==> src/rtl/parking_lot_fsm.sv <==
`timescale 1ns/1ps
`default_nettype none
// ============================================================================
// Module      : parking_lot_fsm
// Description : Direction-sensing A/B beam sequencer with saturating occupancy.
// Revision    : 1.0 - initial release
// ============================================================================
module parking_lot_fsm #(
    parameter int CAPACITY = 15,
    parameter int CNT_W    = 4
) (
    input  logic             clk,
    input  logic             rst,
    input  logic             sensor_a,
    input  logic             sensor_b,
    output logic             car_in,
    output logic             car_out,
    output logic             count_err,
    output logic [CNT_W-1:0] occupancy,
    output logic             full,
    output logic             empty,
    output logic             seq_err
);

    localparam logic [CNT_W-1:0] C_CAP  = CNT_W'(CAPACITY);
    localparam logic [CNT_W-1:0] C_ONE  = CNT_W'(1);
    localparam logic [CNT_W-1:0] C_ZERO = '0;

    typedef enum logic [2:0] {
        S_IDLE   = 3'd0,
        S_ENT_A  = 3'd1,
        S_ENT_AB = 3'd2,
        S_ENT_B  = 3'd3,
        S_EXT_B  = 3'd4,
        S_EXT_BA = 3'd5,
        S_EXT_A  = 3'd6,
        S_ERR    = 3'd7
    } state_t;

    state_t           r_state;
    logic [CNT_W-1:0] r_occ;
    logic             r_car_in;
    logic             r_car_out;
    logic             r_count_err;
    logic [1:0]       w_ab;

    assign w_ab = {sensor_a, sensor_b};

    always_ff @(posedge clk or posedge rst) begin
        if (rst) begin
            r_state     <= S_IDLE;
            r_occ       <= C_ZERO;
            r_car_in    <= 1'b0;
            r_car_out   <= 1'b0;
            r_count_err <= 1'b0;
        end else begin
            r_car_in    <= 1'b0;
            r_car_out   <= 1'b0;
            r_count_err <= 1'b0;
            case (r_state)
                S_IDLE: begin
                    case (w_ab)
                        2'b10:   r_state <= S_ENT_A;
                        2'b01:   r_state <= S_EXT_B;
                        2'b11:   r_state <= S_ERR;
                        default: r_state <= S_IDLE;
                    endcase
                end
                S_ENT_A: begin
                    case (w_ab)
                        2'b11:   r_state <= S_ENT_AB;
                        2'b00:   r_state <= S_IDLE;
                        2'b01:   r_state <= S_ERR;
                        default: r_state <= S_ENT_A;
                    endcase
                end
                S_ENT_AB: begin
                    case (w_ab)
                        2'b01:   r_state <= S_ENT_B;
                        2'b10:   r_state <= S_ENT_A;
                        2'b00:   r_state <= S_ERR;
                        default: r_state <= S_ENT_AB;
                    endcase
                end
                S_ENT_B: begin
                    case (w_ab)
                        2'b11:   r_state <= S_ENT_AB;
                        2'b10:   r_state <= S_ERR;
                        2'b00: begin
                            r_state <= S_IDLE;
                            // A full lot refuses the entry rather than wrapping the count
                            if (r_occ < C_CAP) begin
                                r_occ    <= r_occ + C_ONE;
                                r_car_in <= 1'b1;
                            end else begin
                                r_count_err <= 1'b1;
                            end
                        end
                        default: r_state <= S_ENT_B;
                    endcase
                end
                S_EXT_B: begin
                    case (w_ab)
                        2'b11:   r_state <= S_EXT_BA;
                        2'b00:   r_state <= S_IDLE;
                        2'b10:   r_state <= S_ERR;
                        default: r_state <= S_EXT_B;
                    endcase
                end
                S_EXT_BA: begin
                    case (w_ab)
                        2'b10:   r_state <= S_EXT_A;
                        2'b01:   r_state <= S_EXT_B;
                        2'b00:   r_state <= S_ERR;
                        default: r_state <= S_EXT_BA;
                    endcase
                end
                S_EXT_A: begin
                    case (w_ab)
                        2'b11:   r_state <= S_EXT_BA;
                        2'b01:   r_state <= S_ERR;
                        2'b00: begin
                            r_state <= S_IDLE;
                            if (r_occ != C_ZERO) begin
                                r_occ     <= r_occ - C_ONE;
                                r_car_out <= 1'b1;
                            end else begin
                                r_count_err <= 1'b1;
                            end
                        end
                        default: r_state <= S_EXT_A;
                    endcase
                end
                S_ERR: begin
                    if (w_ab == 2'b00) begin
                        r_state <= S_IDLE;
                    end
                end
                default: r_state <= S_IDLE;
            endcase
        end
    end

    assign car_in    = r_car_in;
    assign car_out   = r_car_out;
    assign count_err = r_count_err;
    assign occupancy = r_occ;
    assign full      = (r_occ == C_CAP);
    assign empty     = (r_occ == C_ZERO);
    assign seq_err   = (r_state == S_ERR);

endmodule
`default_nettype wire

==> config.mk <==
export PLATFORM = sky130hd
export DESIGN_NAME = parking_lot_fsm
export DESIGN_NICKNAME = d
export VERILOG_FILES = /design/src/rtl/parking_lot_fsm.sv
export SDC_FILE = /design/constraint.sdc
export NUM_CORES = 1
export LEC_CHECK = 0
export ABC_AREA = 1
export CORE_ASPECT_RATIO = 0.8
export CORE_UTILIZATION = 45
export CTS_BUF_LIST = sky130_fd_sc_hd__clkbuf_8
export DETAILED_ROUTE_END_ITERATION = 10
export PLACE_DENSITY_LB_ADDON = 0.05
export SYNTH_ARGS = -nofsm -noshare
export SYNTH_HDL_FRONTEND = slang
export SYNTH_SLANG_ARGS = --single-unit
==> constraint.sdc <==
create_clock -name clk -period 2.8 [get_ports clk]
set_input_delay 0.56 -clock clk [delete_from_list [all_inputs] [get_ports clk]]
set_output_delay 0.56 -clock clk [all_outputs]
set_load 0.02 [all_outputs]
==> metrics.cfg <==
[placement]
dpl_cell_area_um2 = 987
dp_hpwl_um = 1440
portBuffers = 13
routabilityCongestion = 0.853

[worst_setup_path]
crit_family = buffers and inverters
cpMaxStageDelayCell = clkdlybuf4s50_1
critPathLaunch = r_state[2]$_DFFE_PP0P_
r2r_start = r_state[2]$_DFFE_PP0P_
crit_fanout = 11
crit_path_end_kind = output port
crit_chain = inv_1, nor2_1, clkdlybuf4s50_1
rrSetupSlack_ps = 1140
path_buf_inv = 2
worstPathRequired_ps = 2240
worstSetupPathType = register to output port
crit_arrival_ps = 1760
worstSetupStartpointType = register
cpPeakStageDelay_ps = 620

[detailed_routing]
viasPerCell = 5.23
post-route-drc-count = 0
drtIter0Drc = 21
vias = 780
dr_wl_met3_um = 101
drt-met1-wl_um = 858
wl_met2_um = 857
drt_first_pass_iters = 4
wirelength_um = 1850
wl_per_cell_um = 12.4
final_antenna_net_count = 0
dr.max_layer_used = met4

[layout]
num_antenna_cells = 0
seq_area_um2 = 250
layout_common_cells = 20 x inv_1, 15 x nand2_1, 13 x clkdlybuf4s50_1
fillers = 150
drive_above_1_share = 0.142
multiInputGateArea_um2 = 494
layout_commonest_cell = inv_1
final_area_um2 = 1040
syn2layout_area_growth_pct = 22.5
nNetsFinal = 141

[die]
start_util = 0.503
dieWidth_um = 50.6
placementRows = 13
core_um2 = 1690
die_area_um2 = 2070
io_pins = 14
die_h_um = 40.9

[worst_hold_path]
holdCritStartpoint = occupancy[3]$_DFFE_PP0P_
hp-class = register to register

[clock_tree]
ctsResizeCount = 0
cts_buffers = 3
ctsHoldBuffers = 0
clock_latency_ps = 240
htree_levels = 1
cts_setup_buffers = 0
cts_tree = built
clk_pin_slew_ps = 50
cts_sinks = 10
clockRootBuffer = clkbuf_8
cts_max_path_buffers = 2

[logic_synthesis]
synth_fp_nets = 125
ys_types = 28
avgSynthCellArea_um2 = 7.60
synth_area_um2 = 851
synth_seq_cells = 10
synth_top_area_frac = 0.294
ys_warn_count = 0
ys_seq_area_frac = 0.294
yosys.area.top_type = dfrtp_1
syn_inst = 112
synthTopCellsByArea = dfrtp_1 29%, ha_1 13%, inv_1 8.8%

[global_routing]
gr-total-overflow = 0
grt_pass1_wl_um = 3050
grt_pass1_vias = 695
grt_max_degree = 12
grtUsageTotal = 0.208
antenna_found_initial = 0

[sta]
fin_skew_ps = 0.692
finalHoldViolations = 0
fmax_ghz = 0.431
maxSlewHeadroom = 0.731
final.period_utilization = 0.829
rsz0062_at_grt = no
post-route-min-period_ps = 2320
setup_violations = 0
setup_tns_ps = 0
report.final.slew_viol_count = 0
worstMarginPinSlew_ps = 403

[pwr]
p_per_area_nw_per_um2 = 999
p_leak_nw = 0.504
vdd_drop_max_mv = 0.477

[status]
status = finished, final reports clean

[run]
cap_violations = 0

-- cell usage after synthesis (all sizes together) --
master,count
clkbuf,1
nor3,7
inv,22
o221ai,1
o22ai,2
o21ai,5
a31oi,1
nor2,12
dfrtp,10
nand3,7
o211ai,1
nand2,19
a21oi,4
buf,1
ha,9
or2,1
xor2,3
nand4,6
-- worst register-to-register path, stage by stage, from the launching register on --
cell     delay, ps
dfrtp_1        580
nand4_1        240
nand2_1        150
inv_1           50
ha_1           180
inv_1           50
nand2_1         60
xor2_1         170
o21ai_1        110
-- layout make-up --
| class | instances | area share |
|---|---|---|
| clock buffers | 4 | 0.0528 |
| multi-input cells | 78 | 0.474 |
| flip-flops and latches | 10 | 0.240 |
| inverters | 22 | 0.0816 |
| repair buffers | 13 | 0.125 |
| well taps | 22 | 0.0264 |
-- sequential cells by signal, indices dropped and copies added, names as in the netlist --
signal	flops
count_err	1
car_out	1
car_in	1
occupancy	4
r_state	3
-- stage by stage --
stage / instances / hold WS (ps) / worst slack, ps / power (mW) / util
floorplan: 112 / 400 / 1250 / 0.702 / -
global placement: 145 / 563 / 622 / 0.841 / 0.584
detailed placement: 145 / 567 / 549 / 0.850 / 0.584
CTS: 149 / 581 / 490 / 1.04 / 0.616
global route: 149 / 601 / 384 / 1.13 / 0.616
finish: 149 / 582 / 478 / 1.04 / 0.616
-- final timing paths --
| check | endpoint | depth (start not counted) |
|---|---|---|
| max | seq_err | 3 |
| min | occupancy[3]$_DFFE_PP0P_ | 2 |
| max reg2reg | occupancy[2]$_DFFE_PP0P_ | 8 |
| min reg2reg | occupancy[3]$_DFFE_PP0P_ | 2 |
| max in group asynchronous | occupancy[1]$_DFFE_PP0P_ | 2 |
| min in group asynchronous | car_out$_DFF_PP0_ | 2 |
-- cells by family after synthesis --
logic type / after synthesis / share of synthesized area
xor+xnor: 3 / 0.0309
flops: 10 / 0.294
buf+inv: 24 / 0.125
compound gates: 14 / 0.103
fa+ha+maj: 9 / 0.132
simple gates: 52 / 0.315
-- metal layers --
layer | vias to the layer above | global-route usage
li1 | 394 | -
met4 | 0 | 0.0833
met3 | 4 | 0.0444
met5 | - | 0
met2 | 26 | 0.353
met1 | 356 | 0.265
-- report_power, final --
group,switching (mW),internal [mW]
Clock,0.0597,0.124
Sequential,0.111,0.198
Combinational,0.326,0.223
Total,0.497,0.545
(Power assumes the default switching activity.)
